==> config.mk <==
export PLATFORM = sky130hd
export DESIGN_NAME = dot_prod_host_flat
export DESIGN_NICKNAME = d
export VERILOG_FILES = /design/src/rtl/dot_prod_host_if.sv /design/src/rtl/dot_prod_host.sv /design/src/flat_wrapper.sv
export SDC_FILE = /design/constraint.sdc
export NUM_CORES = 1
export LEC_CHECK = 0
export ABC_AREA = 1
export BUFFER_PORTS_ARGS = -buffer_cell sky130_fd_sc_hd__buf_2
export CAP_MARGIN = 10
export CORE_ASPECT_RATIO = 0.7
export CORE_MARGIN = 2
export CORE_UTILIZATION = 25
export DETAILED_ROUTE_END_ITERATION = 16
export GPL_ROUTABILITY_DRIVEN = 0
export SETUP_SLACK_MARGIN = 0.4
export SLEW_MARGIN = 15
export SYNTH_ARGS = -nofsm -noshare
export SYNTH_HDL_FRONTEND = slang
export SYNTH_SLANG_ARGS = --single-unit
==> constraint.sdc <==
create_clock -name clk -period 2.4 [get_ports clk]
set_input_delay 0.24 -clock clk [delete_from_list [all_inputs] [get_ports clk]]
set_output_delay 0.24 -clock clk [all_outputs]
set_load 0.03 [all_outputs]
==> src/rtl/dot_prod_host_if.sv <==
// -----------------------------------------------------------------------------
// dot_prod_host_if
//
// Stream bundle between a job source/sink and dot_prod_host.
//   in_valid / in_ready / in_a / in_b : element-pair stream into the host
//   res_valid / res_ready / res_data  : dot-product result stream out of the host
//
// Modports:
//   master : the job source/sink (drives pairs, consumes results)
//   slave  : dot_prod_host (consumes pairs, produces results)
// -----------------------------------------------------------------------------
interface dot_prod_host_if #(
  parameter int DATA_W = 27
);

  // Element-pair stream
  logic                     in_valid;
  logic                     in_ready;
  logic signed [DATA_W-1:0] in_a;
  logic signed [DATA_W-1:0] in_b;

  // Result stream
  logic                     res_valid;
  logic                     res_ready;
  logic signed [63:0]       res_data;

  modport master (
    output in_valid, in_a, in_b, res_ready,
    input  in_ready, res_valid, res_data
  );

  modport slave (
    input  in_valid, in_a, in_b, res_ready,
    output in_ready, res_valid, res_data
  );

endinterface

==> src/rtl/dot_prod_host.sv <==
// -----------------------------------------------------------------------------
// dot_prod_host
//
// Host-side driver for the dot-product core. A job is:
//   1. LOAD  : accept N_ELEM (a, b) pairs from the input stream and write them
//              into the core's arr_a / arr_b through the controlArr port.
//   2. FLUSH : one cycle in which the final array write is still on the bus.
//   3. RUN   : release the core (r_enable = 0) and wait for w_enable.
//   4. DONE  : hold the captured result on the result stream until consumed.
// A watchdog aborts RUN after TIMEOUT cycles and raises a sticky err flag,
// which is cleared when the next job starts.
//
// Ports:
//   clk, rst                 clock; synchronous active-high reset
//   start                    begin a job (sampled in IDLE only)
//   io (slave)               element-pair stream in, result stream out
//   err                      sticky watchdog error
//   busy                     high whenever the FSM is not in IDLE
//   controlArr               host owns the core arrays
//   controlArrWEnable_a/_b   array write enables (always identical)
//   controlArrAddr_a/_b      array write addresses (always identical)
//   controlArrWData_a/_b     array write data, passed through unmodified
//   r_enable                 core hold/restart; core is parked while high
//   init_i, init_acc         core initial values, constant 0
//   w_enable, result         core result valid (level) and result value
//
// Every output comes straight from a register.
// -----------------------------------------------------------------------------
module dot_prod_host #(
  parameter int N_ELEM  = 1000,
  parameter int ADDR_W  = 10,
  parameter int DATA_W  = 27,
  parameter int TIMEOUT = 8192
) (
  input  logic                     clk,
  input  logic                     rst,
  input  logic                     start,

  dot_prod_host_if.slave           io,

  output logic                     err,
  output logic                     busy,

  output logic                     controlArr,
  output logic                     controlArrWEnable_a,
  output logic [ADDR_W-1:0]        controlArrAddr_a,
  output logic [DATA_W-1:0]        controlArrWData_a,
  output logic                     controlArrWEnable_b,
  output logic [ADDR_W-1:0]        controlArrAddr_b,
  output logic [DATA_W-1:0]        controlArrWData_b,

  output logic                     r_enable,
  output logic [63:0]              init_i,
  output logic [63:0]              init_acc,
  input  logic                     w_enable,
  input  logic [63:0]              result
);

  localparam int CNT_W = $clog2(TIMEOUT + 1);

  localparam logic [ADDR_W-1:0] LAST_IDX  = ADDR_W'(N_ELEM - 1);
  localparam logic [CNT_W-1:0]  LAST_TICK = CNT_W'(TIMEOUT - 1);

  typedef enum logic [2:0] {
    S_IDLE,
    S_LOAD,
    S_FLUSH,
    S_RUN,
    S_DONE
  } state_t;

  // ---------------------------------------------------------------------------
  // State and registered outputs (_q) with their next values (_d)
  // ---------------------------------------------------------------------------
  state_t              state_q,     state_d;
  logic [ADDR_W-1:0]   idx_q,       idx_d;
  logic [CNT_W-1:0]    cnt_q,       cnt_d;

  logic                in_ready_q,  in_ready_d;
  logic                res_valid_q, res_valid_d;
  logic [63:0]         res_data_q,  res_data_d;
  logic                err_q,       err_d;
  logic                busy_q,      busy_d;
  logic                ctrl_q,      ctrl_d;
  logic                we_q,        we_d;
  logic [ADDR_W-1:0]   addr_q,      addr_d;
  logic [DATA_W-1:0]   wdata_a_q,   wdata_a_d;
  logic [DATA_W-1:0]   wdata_b_q,   wdata_b_d;
  logic                r_enable_q,  r_enable_d;

  // A beat is taken only in LOAD; in_ready is low everywhere else, but the
  // explicit state term keeps in_valid inert outside LOAD by construction.
  logic accept;
  assign accept = (state_q == S_LOAD) && io.in_valid && in_ready_q;

  // ---------------------------------------------------------------------------
  // Next-state and next-output logic
  // ---------------------------------------------------------------------------
  always_comb begin
    // NOTE: every variable gets a default before the case statement so no
    // path leaves one unassigned; otherwise synthesis would infer a latch.
    state_d     = state_q;
    idx_d       = idx_q;
    cnt_d       = cnt_q;
    in_ready_d  = in_ready_q;
    res_valid_d = res_valid_q;
    res_data_d  = res_data_q;
    err_d       = err_q;
    ctrl_d      = ctrl_q;
    we_d        = 1'b0;           // write strobes are single-cycle pulses
    addr_d      = addr_q;
    wdata_a_d   = wdata_a_q;
    wdata_b_d   = wdata_b_q;
    r_enable_d  = r_enable_q;

    unique case (state_q)
      S_IDLE: begin
        if (start) begin
          state_d    = S_LOAD;
          idx_d      = '0;
          err_d      = 1'b0;
          in_ready_d = 1'b1;
          ctrl_d     = 1'b1;
          r_enable_d = 1'b1;
        end
      end

      S_LOAD: begin
        if (accept) begin
          we_d      = 1'b1;
          addr_d    = idx_q;
          wdata_a_d = io.in_a;
          wdata_b_d = io.in_b;
          idx_d     = idx_q + 1'b1;
          if (idx_q == LAST_IDX) begin
            state_d    = S_FLUSH;
            in_ready_d = 1'b0;
          end
        end
      end

      // The last write is on the bus during this cycle; hand the arrays back
      // and release the core together on the following edge.
      S_FLUSH: begin
        state_d    = S_RUN;
        ctrl_d     = 1'b0;
        r_enable_d = 1'b0;
        cnt_d      = '0;
      end

      // cnt_q counts RUN cycles from 0, so the abort lands exactly TIMEOUT
      // cycles after RUN is entered. A result arriving in the final cycle
      // still wins over the watchdog.
      S_RUN: begin
        cnt_d = cnt_q + 1'b1;
        if (w_enable) begin
          res_data_d  = result;
          res_valid_d = 1'b1;
          r_enable_d  = 1'b1;
          state_d     = S_DONE;
        end else if (cnt_q == LAST_TICK) begin
          err_d      = 1'b1;
          r_enable_d = 1'b1;
          state_d    = S_IDLE;
        end
      end

      S_DONE: begin
        if (io.res_ready) begin
          res_valid_d = 1'b0;
          state_d     = S_IDLE;
        end
      end

      default: begin
        state_d     = S_IDLE;
        in_ready_d  = 1'b0;
        res_valid_d = 1'b0;
        ctrl_d      = 1'b0;
        r_enable_d  = 1'b1;
      end
    endcase

    // busy is registered from the next state so it tracks the state register.
    busy_d = (state_d != S_IDLE);
  end

  // ---------------------------------------------------------------------------
  // State register
  // ---------------------------------------------------------------------------
  always_ff @(posedge clk) begin
    // NOTE: non-blocking assignments so every register samples the values
    // from before this edge, independent of statement order.
    if (rst) begin
      state_q     <= S_IDLE;
      idx_q       <= '0;
      cnt_q       <= '0;
      in_ready_q  <= 1'b0;
      res_valid_q <= 1'b0;
      res_data_q  <= '0;
      err_q       <= 1'b0;
      busy_q      <= 1'b0;
      ctrl_q      <= 1'b0;
      we_q        <= 1'b0;
      addr_q      <= '0;
      wdata_a_q   <= '0;
      wdata_b_q   <= '0;
      r_enable_q  <= 1'b1;
    end else begin
      state_q     <= state_d;
      idx_q       <= idx_d;
      cnt_q       <= cnt_d;
      in_ready_q  <= in_ready_d;
      res_valid_q <= res_valid_d;
      res_data_q  <= res_data_d;
      err_q       <= err_d;
      busy_q      <= busy_d;
      ctrl_q      <= ctrl_d;
      we_q        <= we_d;
      addr_q      <= addr_d;
      wdata_a_q   <= wdata_a_d;
      wdata_b_q   <= wdata_b_d;
      r_enable_q  <= r_enable_d;
    end
  end

  // ---------------------------------------------------------------------------
  // Outputs. The a and b array ports share one enable/address register so
  // they can never drift apart in time.
  // ---------------------------------------------------------------------------
  assign io.in_ready          = in_ready_q;
  assign io.res_valid         = res_valid_q;
  assign io.res_data          = res_data_q;

  assign err                  = err_q;
  assign busy                 = busy_q;

  assign controlArr           = ctrl_q;
  assign controlArrWEnable_a  = we_q;
  assign controlArrWEnable_b  = we_q;
  assign controlArrAddr_a     = addr_q;
  assign controlArrAddr_b     = addr_q;
  assign controlArrWData_a    = wdata_a_q;
  assign controlArrWData_b    = wdata_b_q;

  assign r_enable             = r_enable_q;
  assign init_i               = 64'd0;
  assign init_acc             = 64'd0;

endmodule

==> src/flat_wrapper.sv <==
// flat-port wrapper written by rule: the top's interface ports become plain ports
module dot_prod_host_flat 
#(
  parameter int N_ELEM  = 1000,
  parameter int ADDR_W  = 10,
  parameter int DATA_W  = 27,
  parameter int TIMEOUT = 8192
)
  (clk, rst, start, err, busy, controlArr, controlArrWEnable_a, controlArrAddr_a, controlArrWData_a, controlArrWEnable_b, controlArrAddr_b, controlArrWData_b, r_enable, init_i, init_acc, w_enable, result, io_in_valid, io_in_a, io_in_b, io_res_ready, io_in_ready, io_res_valid, io_res_data);
  dot_prod_host_if #(.DATA_W(DATA_W)) io_i ();
  input  logic clk;
  input  logic rst;
  input  logic start;
  output logic err;
  output logic busy;
  output logic controlArr;
  output logic controlArrWEnable_a;
  output logic [ADDR_W-1:0] controlArrAddr_a;
  output logic [DATA_W-1:0] controlArrWData_a;
  output logic controlArrWEnable_b;
  output logic [ADDR_W-1:0] controlArrAddr_b;
  output logic [DATA_W-1:0] controlArrWData_b;
  output logic r_enable;
  output logic [63:0] init_i;
  output logic [63:0] init_acc;
  input  logic w_enable;
  input  logic [63:0] result;
  input wire logic [$bits(io_i.in_valid)-1:0] io_in_valid;
  input wire logic [$bits(io_i.in_a)-1:0] io_in_a;
  input wire logic [$bits(io_i.in_b)-1:0] io_in_b;
  input wire logic [$bits(io_i.res_ready)-1:0] io_res_ready;
  output wire logic [$bits(io_i.in_ready)-1:0] io_in_ready;
  output wire logic [$bits(io_i.res_valid)-1:0] io_res_valid;
  output wire logic [$bits(io_i.res_data)-1:0] io_res_data;
  assign io_i.in_valid = io_in_valid;
  assign io_i.in_a = io_in_a;
  assign io_i.in_b = io_in_b;
  assign io_i.res_ready = io_res_ready;
  assign io_in_ready = io_i.in_ready;
  assign io_res_valid = io_i.res_valid;
  assign io_res_data = io_i.res_data;
  dot_prod_host #(.N_ELEM(N_ELEM), .ADDR_W(ADDR_W), .DATA_W(DATA_W), .TIMEOUT(TIMEOUT)) u_core (.clk(clk), .rst(rst), .start(start), .io(io_i), .err(err), .busy(busy), .controlArr(controlArr), .controlArrWEnable_a(controlArrWEnable_a), .controlArrAddr_a(controlArrAddr_a), .controlArrWData_a(controlArrWData_a), .controlArrWEnable_b(controlArrWEnable_b), .controlArrAddr_b(controlArrAddr_b), .controlArrWData_b(controlArrWData_b), .r_enable(r_enable), .init_i(init_i), .init_acc(init_acc), .w_enable(w_enable), .result(result));
endmodule
==> run summary, run 1 <==
Outcome - complete, no violations
Synth Cell Area - 7200 um2
Nets@finish - 1,325
Iteration count of the initial detailed-routing pass - 5
Crit Path Max Fanout - 6
Worst Max-Slew Pin Slew - 0.695 ns
Hold Path Class - input port to flip-flop
Min Hold Slack - 0.0493 ns
Max-Cap Viols - 0
Final period utilization - 75.7%
Yosys cell types - 24
Hpwl dp - 14,600 um
Peak Freq - 0.550 GHz
DRT Wirelength - 20,600 um
Per-cell routed wire length - 13.0 um
Drt drc - 0
Avg Vias per Cell - 4.19
Crit start category - flip-flop
Arr. time, crit path - 2.13 ns
# IOs - 398
GRT Residual Overflow - 0
First-pass GRT wire length - 30,700 um
Clk buf depth - 2
Postcts setup bufs - 0
CTS sink count - 162
Leak - 4.07 nW
Post-synth EDFFs - 0
# port buffers - 269
Largest net degree at the start of global routing - 134
# rows - 51
Later-pin clock latency in the skew report - 0.43 ns
TNS Setup - 0 ns
Fin. Hold Viols - 0
All-layer global routing usage - 12.9%
CP max stage delay - 0.49 ns
DRT iter0 DRCs - 381
Post-CTS sizing - 0
Crit. End Element - flip-flop
Cells after synthesis - 966
Vias - 6,624
Commonest non-fill, non-tap cell in the layout - buf_2
Die X - 207 um
Max_slew headroom - 53.7%
Die Y - 146 um
Worst-path clk slew - 0.07 ns
DIE AREA - 30,200 um2
Ys async rst share - 0%
Core footprint - 28,100 um2
Most frequent cells in the layout - buf_2 (268), nand2_1 (247), dfxtp_1 (162)
Yosys reg bits - 162
CTS tree - done
Antenna violations before repair - 0
RSZ-0062 raised after global routing - false
Layout Skew - 0.00856 ns
Num CTS Buffers - 17
Remaining antenna violation count - 0
Multi-input logic area - 3040 um2
Cell Pwr Density - 706 nW/um2
Setup-failing EPs final - 0
Crit-path slowest cell - nor3_1
Peak VDD IR - 0.373 mV
Starting Density - 25.6%
Hold Buf Count CTS - 0
Register area - 3240 um2
Fill count - 3,053
Root buf cell - clkbuf_16
Minimum period implied by the final worst setup slack - 1.82 ns
Vias in the first global route - 5,762
Syn avg cell area - 7.45 um2
Pins Over Slew Limit - 0
Setup Crit Path Kind - flip-flop to flip-flop
Data required, critical path - 2.72 ns
Layout cells sized above 1 - 26.4%
# diodes - 0
Ys flop type - dfxtp_1
Most used cell, CP - nand2_1
Worst-path cell chain - ha_1, nand3_1, nor3_1, nand2_1, nand2_1, nand2_1, nand2_1, nand3_1
Max H-tree Level - 4
Area Growth Syn to Fin - 25.6%
Post-synthesis sequential area ratio - 45.1%
Yosys warns - 0
[flip-flops by register name, summed over array words and instances (netlist names)]
| signal | cells |
|---|---|
| u_core.io.res_data | 64 |
| u_core.controlArrWData_a | 27 |
| u_core.controlArrWData_b | 27 |
| u_core.cnt_q | 14 |
| u_core.controlArrAddr_a | 10 |
| u_core.idx_q | 10 |
| u_core.state_q | 3 |
| u_core.busy | 1 |
| u_core.controlArr | 1 |
| u_core.controlArrWEnable_a | 1 |
| u_core.err | 1 |
| u_core.io.in_ready | 1 |
| u_core.io.res_valid | 1 |
| u_core.r_enable | 1 |
[logic make-up (layout without fill, tap and decap cells)]
family	after synthesis	in the layout	synth area share, %
and+or+nand+nor	390	390	22.6
DFF	162	162	45.1
other	1	128	0.0521
adders and majority gates	2	2	0.348
buffers and inverters	235	353	19.6
AOI/OAI and AO/OA	176	176	12.4
[per-layer routing]
metal,part of all wire (%),track usage (%)
met1,44,16.2
met2,45,20.3
met3,9.0,4.75
met4,1.6,4.82
met5,0,0
[synth_stat cells (2+ instances only)]
cell | instances | share of area (%)
a21oi_1 | 152 | 11
a31oi_1 | 2 | 0.17
buf_1 | 5 | 0.26
buf_2 | 4 | 0.28
buf_4 | 139 | 14
clkbuf_1 | 44 | 2.3
dfxtp_1 | 162 | 45
ha_1 | 2 | 0.35
inv_1 | 38 | 2.0
inv_2 | 5 | 0.26
nand2_1 | 248 | 13
nand3_1 | 88 | 6.1
nand4_1 | 7 | 0.61
nor2_1 | 33 | 1.7
nor2_2 | 2 | 0.17
nor3_1 | 9 | 0.63
o21ai_0 | 19 | 1.3
[through the flow]
step,total power [mW],setup slack [ns],utilization (%),cell area [um2],cells
final,6.38,0.583,32.2,9040,1582
after CTS,6.47,0.618,32.2,9040,1582
after detailed placement,3.41,0.629,29.9,8390,1551
after global placement,3.41,0.685,29.9,8390,1551
after floorplan,3.39,0.836,-,7670,1093
after global routing,6.62,0.430,32.2,9040,1582
[where the power goes]
group	total [mW]	switching, mW	internal, mW
clock network	3.02	1.15	1.88
registers	2.73	0.0167	2.72
logic	0.621	0.492	0.128
total	6.38	1.66	4.72
[cell type report]
type                       instances  share of cell area [%]
clock buffer                      19                    4.90
clock inverter                    12                    2.27
inverter                          43                    1.79
multi-input combinational        696                    33.6
sequential                       162                    35.9
tap                              371                    5.14
timing repair buffer             279                    16.4
[path summary, 6_finish.rpt]
kind,start,to,slack [ns],cells after the start
hold reg to reg,u_core.io.res_data[39],u_core.io.res_data[39],0.46,2
hold / removal,io_in_a[9],u_core.controlArrWData_a[9],0.05,3
setup / recovery,u_core.cnt_q[0],u_core.r_enable,0.58,8
setup reg to reg,u_core.cnt_q[0],u_core.r_enable,0.58,8
[worst max-delay path, delay by kind of cell, from the launching register on]
kind / cells / cell delay, ns
AND/OR/NAND/NOR: 7 / 1.12
flip-flops: 1 / 0.37
adder cells (fa/ha/maj): 1 / 0.21
Power figures use the tool's default switching activity.
==> run 2, diff against run 1 <==
==> constraint.sdc (replaced) <==
create_clock -name clk -period 1.7 [get_ports clk]
set_input_delay 0.17 -clock clk [delete_from_list [all_inputs] [get_ports clk]]
set_output_delay 0.17 -clock clk [all_outputs]
set_load 0.03 [all_outputs]
==> run summary, run 2 (synthesis gave the netlist of run 1 again) <==
Outcome - complete, no violations (unchanged)
Fin. Hold Viols - 0 (unchanged)
Final period utilization - 86.9% (was 75.7%)
Num CTS Buffers - 17 (unchanged)
Max reg flops - 64 (unchanged)
Setup WS pre-CTS - 0.195 ns (was 0.629 ns)
Crit. End Element - flip-flop (unchanged)
Vias in the first global route - 6,837 (was 5,762)
Layout Skew - 0.0112 ns (was 0.00856 ns)
DIE AREA - 30,200 um2 (unchanged)
Largest net degree at the start of global routing - 134 (unchanged)
Antenna violations before repair - 1 (was 0)
Crit Path Max Fanout - 8 (was 6)
Clk buf depth - 2 (unchanged)
Hpwl dp - 13,500 um (was 14,600 um)
GRT Residual Overflow - 0 (unchanged)
Peak Freq - 0.677 GHz (was 0.550 GHz)
Core footprint - 28,100 um2 (unchanged)
CTS tree - done (unchanged)
Die Y - 146 um (unchanged)
DRT Wirelength - 29,800 um (was 20,600 um)
Crit-path slowest cell - dfxtp_4 (was nor3_1)
DRT iter0 DRCs - 543 (was 381)
Post-route insts no fill - 1,754 (was 1,582)
Final instance area - 12,400 um2 (was 9040 um2)
TNS Setup - 0 ns (unchanged)
Max H-tree Level - 4 (unchanged)
Root buf cell - clkbuf_16 (unchanged)
Worst-path cell chain - nor2_4, nand2_2, nor2_4, buf_12, clkbuf_16, nand2_1, a21oi_1 (was ha_1, nand3_1, nor3_1, nand2_1, nand2_1, nand2_1, nand2_1, nand3_1)
Setup Crit Path Kind - flip-flop to flip-flop (unchanged)
First-pass GRT wire length - 36,800 um (was 30,700 um)
Setup-failing EPs final - 0 (unchanged)
Remaining antenna violation count - 0 (unchanged)
Iteration count of the initial detailed-routing pass - 5 (unchanged)
Cell Pwr Density - 734 nW/um2 (was 706 nW/um2)
Most used cell, CP - nor2_4 (was nand2_1)
Worst-path clk slew - 0.07 ns (about the same)
Sw Pwr - 2.67 mW (was 1.66 mW)
Total power - 9.13 mW (was 6.38 mW)
Most frequent cells in the layout - buf_2 (268), nand2_1 (153), dfxtp_1 (151) (was buf_2 (268), nand2_1 (247), dfxtp_1 (162))
Pins Over Slew Limit - 0 (unchanged)
Cell internal pwr - 6.47 mW (was 4.72 mW)
Worst Max-Slew Pin Slew - 0.939 ns (was 0.695 ns)
CP max stage delay - 0.36 ns (was 0.49 ns)
Nets@finish - 1,496 (was 1,325)
Vias - 7,786 (was 6,624)
Layout cells sized above 1 - 44.0% (was 26.4%)
CTS sink count - 162 (unchanged)
CP top delay family - simple AND/OR/NAND/NOR gates (unchanged)
Max-Cap Viols - 0 (unchanged)
Peak VDD IR - 0.715 mV (was 0.373 mV)
Data required, critical path - 2.05 ns (was 2.72 ns)
Commonest non-fill, non-tap cell in the layout - buf_2 (unchanged)
Arr. time, crit path - 1.83 ns (was 2.13 ns)
Die X - 207 um (unchanged)
Reg power frac - 42.1% (was 42.8%)
Max_slew headroom - 37.4% (was 53.7%)
Avg Vias per Cell - 4.44 (was 4.19)
Clock power share - 43.8% (was 47.4%)
Per-cell routed wire length - 17.0 um (was 13.0 um)
Later-pin clock latency in the skew report - 0.44 ns (was 0.43 ns)
Comb pwr share - 14.1% (was 9.7%)
Hold Path Class - input port to flip-flop (unchanged)
Sw Ratio - 29.2% (was 26.0%)
RSZ-0062 raised after global routing - true (was false)
Leak - 5.32 nW (was 4.07 nW)
DP Cell Count - 1,553 (was 1,551)
Placement Cell Area - 8480 um2 (was 8390 um2)
# IOs - 398 (unchanged)
Minimum period implied by the final worst setup slack - 1.48 ns (was 1.82 ns)
# diodes - 0 (unchanged)
# port buffers - 269 (unchanged)
Bufs and invs on worst path - 2 (was 0)
Setup ws final - 0.223 ns (was 0.583 ns)
All-layer global routing usage - 15.7% (was 12.9%)
# rows - 51 (unchanged)
Starting Density - 25.6% (unchanged)
Area Growth Syn to Fin - 72.9% (was 25.6%)
Drt drc - 0 (unchanged)
Crit start category - flip-flop (unchanged)
## run 2: worst paths after layout
check / startpoint / to / slack [ns] / cells past startpoint
setup / recovery: u_core.state_q[1] / u_core.controlArrWData_a[9] / 0.22 / 7
hold / removal: io_res_ready / u_core.io.res_valid / 0.08 / 4
setup reg to reg: u_core.state_q[1] / u_core.controlArrWData_a[9] / 0.22 / 7
hold reg to reg: u_core.controlArrWData_b[8] / u_core.controlArrWData_b[8] / 0.46 / 2
## run 2: layout make-up
class                   instances  area [um2]
clock inverters                14         171
flip-flops and latches        162        3280
inverters                      43         174
clock buffers                  18         429
fillers                      2617       15600
multi-input cells             698        4270
repair buffers                448        3650
well taps                     371         464
## run 2: worst min-delay path, stage by stage
cell and delay, ns:
buf_2 0.07, inv_1 0.05, nand2_1 0.09, a221oi_1 0.08
## run 2: per-stage QoR
stage | hold WS (ns) | utilization (%)
5_1_grt | 0.0800 | 44.3
2_1_floorplan | 0.313 | -
6_report | 0.0836 | 44.3
3_5_place_dp | 0.426 | 30.2
4_1_cts | 0.0529 | 38.3
3_3_place_gp | 0.421 | 30.2
## run 2: power groups by stage
stage	clock [mW]	combinational (mW)	sequential (mW)
6_report	4.00	1.29	3.85
5_1_grt	4.28	1.36	3.85
4_1_cts	4.09	1.13	3.85
3_5_place_dp	0	0.881	3.94
3_3_place_gp	0	0.880	3.94
2_1_floorplan	0	0.785	4.01
## run 2: metal layers
layer | GRT usage [%] | share of wire (%) | vias to the layer above
li1 | - | - | 3703
met1 | 20.8 | 45 | 3757
met2 | 24.9 | 47 | 303
met3 | 5.24 | 8.0 | 23
met4 | 3.05 | 0.75 | 0
met5 | 0 | 0 | -
## run 2: what timing repair did
action	4_1_cts	5_1_grt
setup buffers	10	11
gates resized for setup	34	315
pin swaps	11	64
hold buffers	118	0
endpoints found under the hold margin	118	0
endpoints found under the setup margin	157	161
gates cloned	11	19
==> run 3, diff against run 2 <==
--- a/config.mk
+++ b/config.mk
@@ -8,11 +8,14 @@
 export ABC_AREA = 1
 export BUFFER_PORTS_ARGS = -buffer_cell sky130_fd_sc_hd__buf_2
 export CAP_MARGIN = 10
+export CELL_PAD_IN_SITES_DETAIL_PLACEMENT = 0
+export CELL_PAD_IN_SITES_GLOBAL_PLACEMENT = 2
 export CORE_ASPECT_RATIO = 0.7
-export CORE_MARGIN = 2
-export CORE_UTILIZATION = 25
+export CORE_MARGIN = 4
+export CORE_UTILIZATION = 23
 export DETAILED_ROUTE_END_ITERATION = 16
 export GPL_ROUTABILITY_DRIVEN = 0
+export PLACE_DENSITY_LB_ADDON = 0.1
 export SETUP_SLACK_MARGIN = 0.4
 export SLEW_MARGIN = 15
 export SYNTH_ARGS = -nofsm -noshare
==> run summary, run 3 (synthesis gave the netlist of run 1 again) <==
Setup ws final - 0.265 ns (was 0.223 ns)
DRT Wirelength - 31,900 um (was 29,800 um)
Setup-failing EPs final - 0 (unchanged)
Outcome - complete, no violations (unchanged)
Fill count - 3,138 (was 2,617)
Die X - 219 um (was 207 um)
Max-Cap Viols - 0 (unchanged)
Antenna violations before repair - 0 (was 1)
Minimum period implied by the final worst setup slack - 1.43 ns (was 1.48 ns)
All-layer global routing usage - 15.8% (was 15.7%)
RSZ-0062 raised after global routing - true (unchanged)
Clock power share - 43.3% (was 43.8%)
Sw Pwr - 2.55 mW (was 2.67 mW)
Commonest non-fill, non-tap cell in the layout - buf_2 (unchanged)
Largest net degree at the start of global routing - 134 (unchanged)
TNS Setup - 0 ns (unchanged)
Arr. time, crit path - 1.73 ns (was 1.83 ns)
Setup Crit Path Kind - flip-flop to flip-flop (unchanged)
Clk buf depth - 2 (unchanged)
Per-cell routed wire length - 17.7 um (was 17.0 um)
Iteration count of the initial detailed-routing pass - 4 (was 5)
CTS tree - done (unchanged)
Multi-input logic area - 4000 um2 (was 4270 um2)
Starting Density - 23.6% (was 25.6%)
Crit start category - flip-flop (unchanged)
# rows - 53 (was 51)
Hpwl dp - 17,800 um (was 13,500 um)
Peak VDD IR - 0.541 mV (was 0.715 mV)
Min Hold Slack - 0.104 ns (was 0.0836 ns)
Cell internal pwr - 6.51 mW (was 6.47 mW)
Final instance area - 12,400 um2 (about the same)
Crit Path Max Fanout - 7 (was 8)
Util after Layout - 40.6% (was 44.3%)
Placement Cell Area - 8560 um2 (was 8480 um2)
Fin. Hold Viols - 0 (unchanged)
Leak - 5.25 nW (was 5.32 nW)
DP Cell Count - 1,597 (was 1,553)
Drt drc - 0 (unchanged)
DIE AREA - 34,200 um2 (was 30,200 um2)
# port buffers - 269 (unchanged)
Total power - 9.06 mW (was 9.13 mW)
Num CTS Buffers - 17 (unchanged)
Remaining antenna violation count - 0 (unchanged)
Peak Freq - 0.697 GHz (was 0.677 GHz)
Most frequent cells in the layout - buf_2 (268), nand2_1 (151), dfxtp_1 (151) (was buf_2 (268), nand2_1 (153), dfxtp_1 (151))
Nets@finish - 1,505 (was 1,496)
Core footprint - 30,400 um2 (was 28,100 um2)
Die Y - 156 um (was 146 um)
Crit. End Element - flip-flop (unchanged)
Max H-tree Level - 4 (unchanged)
Worst Max-Slew Pin Slew - 0.783 ns (was 0.939 ns)
Hold Path Class - input port to flip-flop (unchanged)
Sw Ratio - 28.1% (was 29.2%)
Comb pwr share - 14.1% (about the same)
Vias - 7,541 (was 7,786)
Register area - 3270 um2 (was 3280 um2)
Reg power frac - 42.6% (was 42.1%)
Root buf cell - clkbuf_16 (unchanged)
# IOs - 398 (unchanged)
Final period utilization - 84.4% (was 86.9%)
Worst-path clk slew - 0.07 ns (about the same)
Area Growth Syn to Fin - 71.6% (was 72.9%)
Pins Over Slew Limit - 0 (unchanged)
CTS sink count - 162 (unchanged)
Setup WS pre-CTS - 0.224 ns (was 0.195 ns)
Avg Vias per Cell - 4.18 (was 4.44)
Max reg flops - 64 (unchanged)
Cell Pwr Density - 734 nW/um2 (about the same)
Data required, critical path - 2.00 ns (was 2.05 ns)
DRT iter0 DRCs - 325 (was 543)
Layout Skew - 0.00857 ns (was 0.0112 ns)
Layout cells sized above 1 - 41.4% (was 44.0%)
Vias in the first global route - 7,082 (was 6,837)
GRT Residual Overflow - 0 (unchanged)
First-pass GRT wire length - 41,600 um (was 36,800 um)
Later-pin clock latency in the skew report - 0.44 ns (about the same)
Max_slew headroom - 47.8% (was 37.4%)
Post-route insts no fill - 1,805 (was 1,754)
## run 3: per-layer routing
| metal | part of all wire [%] | vias up | GRT usage [%] |
|---|---|---|---|
| li1 | - | 3714 | - |
| met1 | 47 | 3590 | 20.9 |
| met2 | 45 | 222 | 24.8 |
| met3 | 7.3 | 15 | 5.61 |
| met4 | 0.88 | 0 | 3.85 |
| met5 | 0 | - | 0 |
## run 3: repair_timing
item | in CTS | in global routing
pin swaps | 11 | 52
setup endpoints to repair | 156 | 163
hold buffers | 118 | 0
setup buffers | 13 | 13
cloned | 11 | 20
hold endpoints to repair | 118 | 0
gates resized for setup | 50 | 244
## run 3: area by class of cell
cell class	instances	area share [%]
Antenna cell	1	0.0203
Clock buffer	23	3.80
Clock inverter	9	0.851
Inverter	43	1.43
Multi-Input combinational cell	697	32.4
Sequential cell	162	26.5
Tap cell	412	4.17
Timing Repair Buffer	458	30.9
## run 3: power by group through the flow
stage               sequential [mW]  clock [mW]  combinational [mW]
global placement               3.94           0               0.898
floorplan                      4.01           0               0.785
CTS                            3.86        4.06                1.16
finish                         3.86        3.93                1.28
global route                   3.86        4.20                1.36
detailed placement             3.94           0               0.895
## run 3: critical path, cell delays in order (launching register included)
cell and delay, ns:
dfxtp_4 0.38, nor2_4 0.15, buf_6 0.13, nand3_4 0.14, buf_12 0.19, clkbuf_16 0.18
nand2_2 0.06, a21oi_1 0.06
## run 3: worst paths after layout
path	to	slack, ns	start	cells past startpoint
hold reg to reg	u_core.controlArrWData_b[10]	0.46	u_core.controlArrWData_b[10]	2
setup / recovery	u_core.controlArrWData_b[24]	0.27	u_core.state_q[2]	7
hold / removal	u_core.io.res_valid	0.10	io_res_ready	4
setup reg to reg	u_core.controlArrWData_b[24]	0.27	u_core.state_q[2]	7
